<file path="src/rtl/cpe_psum_merger_if.sv">
// Stream bundle for the column-bottom partial-sum merger: main/comp inputs,
// result FIFO head with valid/ready, occupancy and sticky error flags.
interface cpe_psum_merger_if #(
    parameter int unsigned PSUM_W = 33,
    parameter int unsigned OUT_W  = 34,
    parameter int unsigned DEPTH  = 8
);
    localparam int unsigned CW = $clog2(DEPTH) + 1;

    logic [PSUM_W-1:0] main_psum;
    logic              main_valid;
    logic [PSUM_W-1:0] comp_psum;
    logic              comp_valid;
    logic              err_clr;
    logic [OUT_W-1:0]  out_data;
    logic              out_last;
    logic              out_valid;
    logic              out_ready;
    logic [CW-1:0]     fifo_count;
    logic              overflow;
    logic              misalign;

    modport master (
        output main_psum, main_valid, comp_psum, comp_valid, err_clr, out_ready,
        input  out_data, out_last, out_valid, fifo_count, overflow, misalign
    );

    modport slave (
        input  main_psum, main_valid, comp_psum, comp_valid, err_clr, out_ready,
        output out_data, out_last, out_valid, fifo_count, overflow, misalign
    );
endinterface

</file>
<file path="src/rtl/cpe_psum_merger.sv">
// Delay-aligns main and compensation partial sums, adds them, tags tile ends and
// queues results in a FIFO. Define CPE_MERGE_SAT_EN to clamp sums to 2^PSUM_W-1.
module cpe_psum_merger #(
    parameter int unsigned PSUM_W = 33,
    parameter int unsigned OUT_W  = 34,
    parameter int unsigned DELAY  = 2,
    parameter int unsigned DEPTH  = 8,
    parameter int unsigned ROWS   = 8
) (
    input logic               clk,
    input logic               rst,
    cpe_psum_merger_if.slave  bus
);
    localparam int unsigned AW = $clog2(DEPTH);
    localparam int unsigned CW = AW + 1;
    localparam int unsigned TW = (ROWS > 1) ? $clog2(ROWS) : 1;

    logic [PSUM_W-1:0] dl_data_q [DELAY];
    logic [DELAY-1:0]  dl_valid_q;

    logic [OUT_W-1:0]  mem_data_q [DEPTH];
    logic [DEPTH-1:0]  mem_last_q;
    logic [AW-1:0]     wr_ptr_q, rd_ptr_q;
    logic [CW-1:0]     cnt_q;
    logic [TW-1:0]     tile_q;
    logic              overflow_q, misalign_q;

    logic              dmain_valid;
    logic [PSUM_W-1:0] dmain;
    logic [OUT_W-1:0]  sum_full, sum;
    logic              full, empty, pop, pair, push, ovf_set, mis_set, tile_last;

    always_ff @(posedge clk or posedge rst) begin
        if (rst) begin
            dl_valid_q <= '0;
            for (int i = 0; i < DELAY; i++) dl_data_q[i] <= '0;
        end else begin
            dl_valid_q[0] <= bus.main_valid;
            dl_data_q[0]  <= bus.main_psum;
            for (int i = 1; i < DELAY; i++) begin
                dl_valid_q[i] <= dl_valid_q[i-1];
                dl_data_q[i]  <= dl_data_q[i-1];
            end
        end
    end

    always_comb begin
        dmain_valid = dl_valid_q[DELAY-1];
        dmain       = dl_data_q[DELAY-1];
        sum_full    = {1'b0, dmain} + {1'b0, bus.comp_psum};
`ifdef CPE_MERGE_SAT_EN
        sum = sum_full[OUT_W-1] ? {1'b0, {PSUM_W{1'b1}}} : sum_full;
`else
        sum = sum_full;
`endif
        full      = (cnt_q == CW'(DEPTH));
        empty     = (cnt_q == '0);
        pop       = !empty && bus.out_ready;
        pair      = dmain_valid && bus.comp_valid;
        // A full FIFO still takes the push if the head leaves in the same cycle.
        push      = pair && (!full || pop);
        ovf_set   = pair && full && !pop;
        mis_set   = dmain_valid ^ bus.comp_valid;
        tile_last = (tile_q == TW'(ROWS - 1));
    end

    always_ff @(posedge clk or posedge rst) begin
        if (rst) begin
            for (int i = 0; i < DEPTH; i++) mem_data_q[i] <= '0;
            mem_last_q <= '0;
            wr_ptr_q   <= '0;
            rd_ptr_q   <= '0;
            cnt_q      <= '0;
            tile_q     <= '0;
            overflow_q <= 1'b0;
            misalign_q <= 1'b0;
        end else begin
            if (push) begin
                mem_data_q[wr_ptr_q] <= sum;
                mem_last_q[wr_ptr_q] <= tile_last;
                wr_ptr_q             <= wr_ptr_q + 1'b1;
                tile_q               <= tile_last ? '0 : tile_q + 1'b1;
            end
            if (pop) rd_ptr_q <= rd_ptr_q + 1'b1;
            cnt_q      <= cnt_q + CW'(push) - CW'(pop);
            overflow_q <= ovf_set || (overflow_q && !bus.err_clr);
            misalign_q <= mis_set || (misalign_q && !bus.err_clr);
        end
    end

    assign bus.out_data   = mem_data_q[rd_ptr_q];
    assign bus.out_last   = mem_last_q[rd_ptr_q];
    assign bus.out_valid  = !empty;
    assign bus.fifo_count = cnt_q;
    assign bus.overflow   = overflow_q;
    assign bus.misalign   = misalign_q;
endmodule

</file>
<file path="src/flat_wrapper.sv">
// flat-port wrapper written by rule: the top's interface ports become plain ports
module cpe_psum_merger_flat 
#(
    parameter int unsigned PSUM_W = 33,
    parameter int unsigned OUT_W  = 34,
    parameter int unsigned DELAY  = 2,
    parameter int unsigned DEPTH  = 8,
    parameter int unsigned ROWS   = 8
)
  (clk, rst, bus_main_psum, bus_main_valid, bus_comp_psum, bus_comp_valid, bus_err_clr, bus_out_ready, bus_out_data, bus_out_last, bus_out_valid, bus_fifo_count, bus_overflow, bus_misalign);
  cpe_psum_merger_if #(.PSUM_W(PSUM_W), .OUT_W(OUT_W), .DEPTH(DEPTH)) bus_i ();
  input logic clk;
  input logic rst;
  input wire logic [$bits(bus_i.main_psum)-1:0] bus_main_psum;
  input wire logic [$bits(bus_i.main_valid)-1:0] bus_main_valid;
  input wire logic [$bits(bus_i.comp_psum)-1:0] bus_comp_psum;
  input wire logic [$bits(bus_i.comp_valid)-1:0] bus_comp_valid;
  input wire logic [$bits(bus_i.err_clr)-1:0] bus_err_clr;
  input wire logic [$bits(bus_i.out_ready)-1:0] bus_out_ready;
  output wire logic [$bits(bus_i.out_data)-1:0] bus_out_data;
  output wire logic [$bits(bus_i.out_last)-1:0] bus_out_last;
  output wire logic [$bits(bus_i.out_valid)-1:0] bus_out_valid;
  output wire logic [$bits(bus_i.fifo_count)-1:0] bus_fifo_count;
  output wire logic [$bits(bus_i.overflow)-1:0] bus_overflow;
  output wire logic [$bits(bus_i.misalign)-1:0] bus_misalign;
  assign bus_i.main_psum = bus_main_psum;
  assign bus_i.main_valid = bus_main_valid;
  assign bus_i.comp_psum = bus_comp_psum;
  assign bus_i.comp_valid = bus_comp_valid;
  assign bus_i.err_clr = bus_err_clr;
  assign bus_i.out_ready = bus_out_ready;
  assign bus_out_data = bus_i.out_data;
  assign bus_out_last = bus_i.out_last;
  assign bus_out_valid = bus_i.out_valid;
  assign bus_fifo_count = bus_i.fifo_count;
  assign bus_overflow = bus_i.overflow;
  assign bus_misalign = bus_i.misalign;
  cpe_psum_merger #(.PSUM_W(PSUM_W), .OUT_W(OUT_W), .DELAY(DELAY), .DEPTH(DEPTH), .ROWS(ROWS)) u_core (.clk(clk), .rst(rst), .bus(bus_i));
endmodule
</file>
<file path="config.mk">
export PLATFORM = sky130hd
export DESIGN_NAME = cpe_psum_merger_flat
export DESIGN_NICKNAME = d
export VERILOG_FILES = /design/src/rtl/cpe_psum_merger_if.sv /design/src/rtl/cpe_psum_merger.sv /design/src/flat_wrapper.sv
export SDC_FILE = /design/constraint.sdc
export NUM_CORES = 1
export LEC_CHECK = 0
export CORE_ASPECT_RATIO = 0.9
export CORE_MARGIN = 5
export CORE_UTILIZATION = 50
export CTS_BUF_LIST = sky130_fd_sc_hd__clkbuf_4 sky130_fd_sc_hd__clkbuf_8 sky130_fd_sc_hd__clkbuf_16
export CTS_CLUSTER_DIAMETER = 200
export DETAILED_ROUTE_END_ITERATION = 12
export PLACE_DENSITY = 0.69
export SETUP_SLACK_MARGIN = 0.2
export SYNTH_ARGS = -nofsm -noshare
export SYNTH_HDL_FRONTEND = slang
export SYNTH_SLANG_ARGS = --single-unit
</file>
<file path="constraint.sdc">
create_clock -name clk -period 36.6 [get_ports clk]
set_input_delay 7.32 -clock clk [delete_from_list [all_inputs] [get_ports clk]]
set_output_delay 7.32 -clock clk [all_outputs]
set_load 0.05 [all_outputs]
</file>
==> results by group, run 1 <==
Outcome
  • Status: finished clean

Synthesis
  • Synth Cell Area: 16300 sq um
  • Number of synthesized flops with an enable pin: 0
  • Ys Warns: 0
  • Cells after Synth: 1413
  • Top_reg_cell synth: dfrtp_1
  • Syn Nets: 1531
  • Yosys cell types: 60
  • Seq/Total Area, Yosys: 55.6%
  • Syn Area/Cell: 11.6 sq um
  • FFs w/ async S/R, synth: 100%
  • FF+latch count, synth: 363

Drt
  • Drt wl/cell: 19.2 um
  • Vias: 10900
  • Post-route ant nets: 0
  • # DRC: 0
  • Detailed Route WL: 37100 um
  • DRT Pass-1 Iters: 5
  • Drt initial violations: 654
  • Vias per cell: 5.63

Timing
  • Least-Margin Pin Slew: 1.07 ns
  • # setup viols final: 0
  • Top achievable clock speed: 90.3 MHz
  • Period utilization: 30.2%
  • Final min period: 11.07 ns
  • RSZ-0062 raised after global routing: no
  • Post-Route Skew: 0.00906 ns
  • Setup TNS: 0 ns
  • Final hold vios: 0
  • Final-report max-slew violation count: 0
  • Slew HR: 28.5%
  • Minimum hold slack: 0.343 ns

Placed design
  • Placed cell count: 1864
  • Dpl hpwl: 23200 um
  • Routability cong.: 0.860
  • I/O Buffers: 113

Clock network
  • Clock Tree Buf Depth: 3
  • Post-CTS Setup Inserts: 0
  • H-tree Lvls: 2
  • Clk Tree Root Cell: clkbuf_16
  • CTS tree: done
  • CTS Buf Count: 38
  • Clk slew on worst S/H paths: 0.06 ns
  • CTS sink cnt: 363
  • Cts repair resizes: 0
  • Hold-fix buffers, CTS: 0
  • Worst-skew pair later-pin latency: 0.52 ns

Floorplanning
  • Full die area: 36400 sq um
  • Starting Density: 50.9%
  • Die X: 200 um
  • Die height: 181 um
  • # IOs: 114
  • Cell Rows: 62
  • Core box area: 32000 sq um

GRT
  • First-pass GRT wire length: 60300 um
  • Antenna violations before repair: 0
  • Gr ovfl total: 0
  • Vias in the first global route: 11200
  • Largest net degree at the start of global routing: 193
  • Total GRT Usage: 20.5%

Layout
  • Layout Nets: 1606
  • Post-Layout Cell Count: 1933
  • Post-layout util: 59.5%
  • Layout cells sized above 1: 15.8%
  • Synthesis-to-finish area growth: 16.7%

Setup path
  • WS Path Type: register to output pin
  • Crit path DAT: 3.75 ns
  • Worst reg2reg path depth: 8
  • R2r startpoint: u_core.bus.fifo_count[2]
  • Worst reg2reg path endpoint: u_core.mem_last_q[2]
  • Crit-path max FO: 54
  • Crit. End Element: output pin
  • R2R Setup Slk: 33.29 ns
  • Crit start category: register
  • Data required time of the worst path: 29.28 ns

Min path
  • WHS Path Cells: 0
  • Hold_sp: u_core.dl_data_q[46]
  • Hold-critical path endpoint: u_core.dmain[13]
  • Hold WC Path Type: register to register

Power and ir drop
  • Static leakage: 8.50 nW
  • VDD IR-drop max: 61.3 uV
  • Pwr per Cell Area: 92.5 nW/um^2

Run
  • Max Cap Viol: 0
-- where the power goes --
| part | switching, mW | internal [mW] |
|---|---|---|
| sequential | 0.0907 | 0.556 |
| clock | 0.154 | 0.245 |
| combinational | 0.409 | 0.309 |
-- sequential cells by signal, summed over array words and instances, names as in the netlist --
register,flops
u_core.dmain,33
u_core.dl_valid_q,2
u_core.bus.fifo_count,4
u_core.mem_last_q,8
u_core.rd_ptr_q,3
u_core.tile_q,3
u_core.mem_data_q,272
u_core.bus.overflow,1
u_core.bus.misalign,1
u_core.wr_ptr_q,3
u_core.dl_data_q,33
-- cells by family (layout without fill, tap and decap cells) --
| kind of cell | Yosys count | after routing | share of synthesized area [%] |
|---|---|---|---|
| buffers and inverters | 101 | 204 | 2.64 |
| other | 0 | 1 | 0 |
| adder cells (fa/ha/maj) | 46 | 46 | 3.62 |
| multiplexers | 131 | 131 | 13.9 |
| flip-flops | 363 | 363 | 55.6 |
| AO/OA/AOI/OAI | 363 | 363 | 12.7 |
| AND/OR/NAND/NOR | 376 | 376 | 9.46 |
| XOR/XNOR | 33 | 33 | 2.09 |
-- through the flow --
step           setup slack [ns]  total power, mW  cell area [sq um]
4_1_cts                   25.41             1.78              19100
2_1_floorplan             19.20             1.16              16300
5_1_grt                   25.30             1.87              19100
6_report                  25.53             1.76              19100
3_3_place_gp              26.00             1.35              17700
3_5_place_dp              25.98             1.37              17700
-- worst max-delay path by stage --
stage	start	slack, ns	cells after the start	end
4_1_cts	u_core.rd_ptr_q[0]	25.41	4	bus_out_data[27]
5_1_grt	u_core.rd_ptr_q[0]	25.30	4	bus_out_data[27]
2_1_floorplan	rst	19.20	1	u_core.bus.fifo_count[0]
3_5_place_dp	u_core.rd_ptr_q[0]	25.98	4	bus_out_data[27]
6_report	u_core.rd_ptr_q[0]	25.53	4	bus_out_data[10]
3_3_place_gp	u_core.rd_ptr_q[0]	26.00	4	bus_out_data[27]
-- synthesized netlist by cell type (4+ instances only) --
| master | n | area (sq um) |
|---|---|---|
| a21o_1 | 12 | 90.1 |
| a21oi_1 | 33 | 165 |
| buf_2 | 38 | 190 |
| clkbuf_1 | 46 | 173 |
| dfrtp_1 | 363 | 9080 |
| ha_1 | 44 | 551 |
| inv_1 | 12 | 45.0 |
| mux2_2 | 60 | 676 |
| mux4_2 | 70 | 1580 |
| nand2_1 | 300 | 1130 |
| nand2b_1 | 4 | 25.0 |
| nand3_1 | 12 | 60.1 |
| nand4_1 | 7 | 43.8 |
| nor2_1 | 21 | 78.8 |
| nor2b_1 | 8 | 50.1 |
| nor3_1 | 8 | 40.0 |
| o21a_1 | 4 | 30.0 |
| o21ai_0 | 214 | 1070 |
| o21ai_1 | 54 | 270 |
| o21bai_1 | 7 | 52.6 |
| o31ai_1 | 8 | 60.1 |
| xnor2_1 | 13 | 114 |
| xor2_1 | 13 | 114 |
| xor2_2 | 4 | 65.1 |
-- critical path, stage by stage, from the launching register on --
cell,delay [ns]
dfrtp_4,0.66
buf_4,0.91
mux4_2,0.60
mux2_2,0.31
clkdlybuf4s50_1,0.71
-- layer usage --
layer / vias up / track usage [%] / wire [um]
met2: 267 / 32.3 / 17200
met5: - / 0 / 0
met4: 0 / 4.73 / 649
li1: 5140 / - / -
met1: 5439 / 29.5 / 17000
met3: 45 / 4.83 / 2250
-- final cells by class --
cell class / instances / area (sq um)
Timing Repair Buffer: 123 / 1220
Inverter: 13 / 56.3
Clock inverter: 11 / 140
Multi-Input combinational cell: 949 / 6850
Antenna cell: 1 / 2.50
Sequential cell: 363 / 9090
Fill cell: 2628 / 13000
Clock buffer: 57 / 1180
Tap cell: 416 / 520
-- cell usage in the layout, fill, tap and decap left out, drive strengths merged, types with 16 or more instances in the layout --
master         Yosys  layout
a21oi             35      35
clkbuf            46      57
clkdlybuf4s50      0     113
dfrtp            363     363
ha                44      44
mux2              60      60
mux4              70      70
nand2            300     300
nor2              22      22
o21ai            270     270
xnor2             16      16
xor2              17      17
No activity file was read; power rests on OpenSTA's default activity.
==> inputs of run 2 (changes only) <==
clock period = 10.26 ns   (was 36.6 ns; I/O delays follow)
==> run 2 against run 1 <==
Net effect: via count rose by 0.60%; first-iteration DRC count rose by 22%; combinational power rose to 3.5 times the previous value; worst hold slack improved by 0.0036 ns; clock power rose to 3.5 times the previous value; power rose to 3.5 times the previous value; flip-flop and latch count did not move; clock-buffer cell count fell by 2.
==> results by group, run 2 (synthesis gave the netlist of run 1 again) <==
Outcome
  • Status: finished clean

Layout
  • Max FFs per register: 272
  • Synthesis-to-finish area growth: 16.4%
  • Layout cells sized above 1: 15.7%
  • Final instance area: 19000 sq um
  • Top reg by flops: u_core.mem_data_q
  • Commonest non-fill, non-tap cell in the layout: dfrtp_1
  • Commonest cells after routing, fill and taps aside: dfrtp_1 (361), nand2_1 (299), o21ai_0 (214), clkdlybuf4s50_1 (113), mux4_2 (70)
  • Layout Nets: 1607
  • Sequential Area: 9090 sq um
  • Area of the multi-input gates: 6850 sq um
  • Ant. Diodes: 0
  • Fillers: 2601

Placed design
  • Post-place setup slack: 4.87 ns
  • DP Area: 17700 sq um
  • I/O Buffers: 113
  • Dpl hpwl: 23100 um
  • Routability cong.: 0.963

Floorplanning
  • # IOs: 114
  • Full die area: 36400 sq um
  • Core box area: 32000 sq um
  • Die height: 181 um
  • Starting Density: 50.9%
  • Cell Rows: 62
  • Die X: 200 um

Setup path
  • Crit. Startpoint: u_core.rd_ptr_q[0]
  • Data required time of the worst path: 8.21 ns
  • Crit path DAT: 3.81 ns
  • Crit. End Element: output pin
  • WS Path Type: register to output pin
  • Crit start category: register
  • Crit-path max FO: 46
  • R2r startpoint: u_core.dmain[0]

Clock network
  • Clk Tree Root Cell: clkbuf_16
  • CTS tree: done
  • H-tree Lvls: 2
  • Post-CTS Setup Inserts: 0
  • Cts repair resizes: 0
  • CTS sink cnt: 363
  • Hold-fix buffers, CTS: 0
  • Clock Tree Buf Depth: 3
  • CTS Buf Count: 38
  • Clk slew on worst S/H paths: 0.06 ns
  • Worst-skew pair later-pin latency: 0.53 ns

Power and ir drop
  • VDD IR-drop max: 167 uV
  • Static leakage: 8.48 nW
  • Pwr per Cell Area: 329 nW/um^2
  • Total power: 6.25 mW

Timing
  • Setup TNS: 0 ns
  • Final min period: 5.86 ns
  • Final hold vios: 0
  • RSZ-0062 raised after global routing: no
  • Slew HR: 27.2%
  • Final-report max-slew violation count: 0
  • Post-Route Skew: 0.0177 ns
  • Least-Margin Pin Slew: 1.09 ns
  • Top achievable clock speed: 171 MHz
  • Minimum hold slack: 0.346 ns
  • Setup ws final: 4.40 ns
  • Period utilization: 57.1%
  • # setup viols final: 0

GRT
  • First-pass GRT wire length: 62200 um
  • Antenna violations before repair: 0
  • Vias in the first global route: 11300
  • Largest net degree at the start of global routing: 174
  • Total GRT Usage: 21.1%
  • Gr ovfl total: 0

Drt
  • Post-route ant nets: 0
  • Detailed Route WL: 37500 um
  • Vias: 11000
  • Vias per cell: 5.68
  • Drt wl/cell: 19.5 um
  • DRT Pass-1 Iters: 6
  • Drt initial violations: 796
  • # DRC: 0

Min path
  • Hold_sp: u_core.dl_data_q[39]
  • Hold WC Path Type: register to register

Run
  • Max Cap Viol: 0
## run 2: final cells by class
| class | count | share of cell area, % |
|---|---|---|
| multi-input combinational | 949 | 36.0 |
| tap | 416 | 2.74 |
| inverter | 13 | 0.277 |
| clock buffer | 55 | 6.03 |
| timing repair buffer | 124 | 6.45 |
| clock inverter | 9 | 0.652 |
| sequential | 363 | 47.8 |
## run 2: worst paths after layout
| kind | end | slack, ns | cells after the start |
|---|---|---|---|
| min in group asynchronous | u_core.mem_data_q[200] | 1.97 | 2 |
| min reg2reg | u_core.dmain[6] | 0.35 | 0 |
| min | u_core.dmain[6] | 0.35 | 0 |
| max in group asynchronous | u_core.mem_data_q[222] | 6.78 | 3 |
| max reg2reg | u_core.mem_data_q[90] | 7.13 | 10 |
| max | bus_out_data[33] | 4.40 | 4 |
## run 2: power breakdown
group          switching, mW  internal [mW]
sequential             0.348           1.98
combinational           1.43           1.10
clock                  0.549          0.848
## run 2: critical path: stages, from the launching register on
cell and delay, ns:
dfrtp_4 0.78, buf_4 0.76, mux4_2 0.60, mux2_2 0.32, clkdlybuf4s50_1 0.71
## run 2: per-stage QoR
stage | instances | util [%]
after floorplan | 1413 | -
after global placement | 1865 | 55.4
after detailed placement | 1865 | 55.4
after CTS | 1929 | 59.3
after global routing | 1929 | 59.3
final | 1929 | 59.3
## run 2: routing by layer
| layer | vias to the layer above | routed length (um) | global-route usage [%] |
|---|---|---|---|
| met5 | - | 0 | 0 |
| met4 | 0 | 763 | 4.87 |
| met3 | 67 | 1960 | 3.98 |
| met2 | 285 | 17000 | 32.3 |
| met1 | 5465 | 17900 | 31.7 |
| li1 | 5139 | - | - |
==> inputs of run 3 (changes only) <==
clock period = 6.09 ns   (was 10.26 ns; I/O delays follow)
==> run 3 against run 2 <==
Net effect: sequential power increased by 70%; utilization increased by 0.20 points; critical path depth unchanged; register-to-register slack got worse by 4.2 ns; cell area increased by 0.34%; combinational power increased by 69%; flip-flop and latch count unchanged; global-route usage decreased by 0.22 points; die area unchanged; clock power increased by 65%; critical path type unchanged; highest routed layer unchanged.
==> results by group, run 3 (synthesis gave the netlist of run 1 again) <==
Timing
  • Top achievable clock speed: 212 MHz
  • Setup ws final: 1.37 ns
  • # setup viols final: 0
  • Final hold vios: 0
  • Slew HR: 29.3%
  • Final-report max-slew violation count: 0
  • RSZ-0062 raised after global routing: no
  • Least-Margin Pin Slew: 1.06 ns
  • Period utilization: 77.5%
  • Post-Route Skew: 0.0115 ns
  • Setup TNS: 0 ns
  • Final min period: 4.72 ns

Floorplanning
  • Full die area: 36400 sq um
  • Core box area: 32000 sq um
  • # IOs: 114
  • Die X: 200 um
  • Starting Density: 50.9%
  • Die height: 181 um
  • Cell Rows: 62

Layout
  • Top reg by flops: u_core.mem_data_q
  • Synthesis-to-finish area growth: 16.8%
  • Layout Nets: 1617
  • Layout cells sized above 1: 16.3%
  • Area of the multi-input gates: 6830 sq um
  • Max FFs per register: 272
  • Commonest non-fill, non-tap cell in the layout: dfrtp_1
  • Commonest cells after routing, fill and taps aside: dfrtp_1 (361), nand2_1 (299), o21ai_0 (214), clkdlybuf4s50_1 (113), mux4_2 (70)
  • Ant. Diodes: 0
  • Fillers: 2615
  • Sequential Area: 9090 sq um

Setup path
  • Crit-path max FO: 34
  • WS Path Type: register to output pin
  • Data required time of the worst path: 4.87 ns
  • Crit path DAT: 3.50 ns
  • Crit start category: register
  • Crit. End Element: output pin

Drt
  • # DRC: 0
  • Detailed Route WL: 37300 um
  • DRT Pass-1 Iters: 6
  • Vias: 11000
  • Post-route ant nets: 0
  • Vias per cell: 5.68
  • Drt wl/cell: 19.2 um
  • Drt initial violations: 776

GRT
  • First-pass GRT wire length: 61700 um
  • Total GRT Usage: 20.8%
  • Gr ovfl total: 0
  • Largest net degree at the start of global routing: 163
  • Antenna violations before repair: 0
  • Vias in the first global route: 11300

Clock network
  • Worst-skew pair later-pin latency: 0.53 ns
  • Post-CTS Setup Inserts: 0
  • Clk slew on worst S/H paths: 0.06 ns
  • H-tree Lvls: 2
  • Clk Tree Root Cell: clkbuf_16
  • CTS Buf Count: 39
  • Clock Tree Buf Depth: 3
  • Hold-fix buffers, CTS: 0
  • CTS sink cnt: 363
  • Cts repair resizes: 0
  • CTS tree: done

Placed design
  • I/O Buffers: 113
  • Dpl hpwl: 24100 um
  • Post-place setup slack: 1.74 ns
  • Routability cong.: 0.895

Run
  • Max Cap Viol: 0

Power and ir drop
  • VDD IR-drop max: 306 uV
  • Pwr per Cell Area: 552 nW/um^2
  • Static leakage: 8.51 nW

Outcome
  • Status: finished clean

Min path
  • Hold WC Path Type: register to register
==> run 3: path summary, 6_finish.rpt <==
kind                                          start                endpoint  slack (ns)  depth (start not counted)
max in group asynchronous                       rst  u_core.mem_data_q[219]        3.73                          3
hold reg to reg                u_core.dl_data_q[36]         u_core.dmain[3]        0.34                          0
hold / removal                 u_core.dl_data_q[36]         u_core.dmain[3]        0.34                          0
setup reg to reg           u_core.bus.fifo_count[2]  u_core.mem_data_q[187]        2.97                          9
setup / recovery                 u_core.rd_ptr_q[0]        bus_out_data[30]        1.37                          4
min in group asynchronous                       rst    u_core.mem_last_q[4]        1.12                          2
==> run 3: metrics by stage <==
step	power (mW)	utilization [%]	hold WS (ns)	std cells	cell area, sq um
after CTS	10.6	59.5	0.347	1941	19100
after global routing	11.2	59.5	0.351	1941	19100
final	10.5	59.5	0.344	1941	19100
after floorplan	6.99	-	0.331	1413	16300
after global placement	8.15	55.6	0.332	1874	17800
after detailed placement	8.28	55.6	0.335	1874	17800
==> run 3: area by class of cell <==
class	count	area share (%)
sequential	363	47.7
multi-input combinational	949	35.8
timing repair buffer	133	6.85
clock buffer	53	5.99
tap	416	2.73
clock inverter	14	0.650
inverter	13	0.276
==> run 3: worst max-delay path, stage by stage, from the launching register on <==
cell	delay, ns
dfrtp_4	0.88
buf_4	0.47
mux4_2	0.55
mux2_2	0.32
clkdlybuf4s50_1	0.71
==> run 3: report_power, final <==
part | internal, mW | leakage, nW | switching [mW] | total, mW
logic | 1.87 | 3.32 | 2.38 | 4.25
registers | 3.34 | 4.55 | 0.633 | 3.97
clock network | 1.36 | 0.636 | 0.948 | 2.31
==> run 3: metal layers <==
layer / wire, um / vias to the layer above / track usage [%]
li1: - / 5168 / -
met1: 17100 / 5545 / 29.3
met2: 17400 / 252 / 33.6
met3: 1950 / 65 / 4.28
met4: 878 / 0 / 5.59
met5: 0 / - / 0
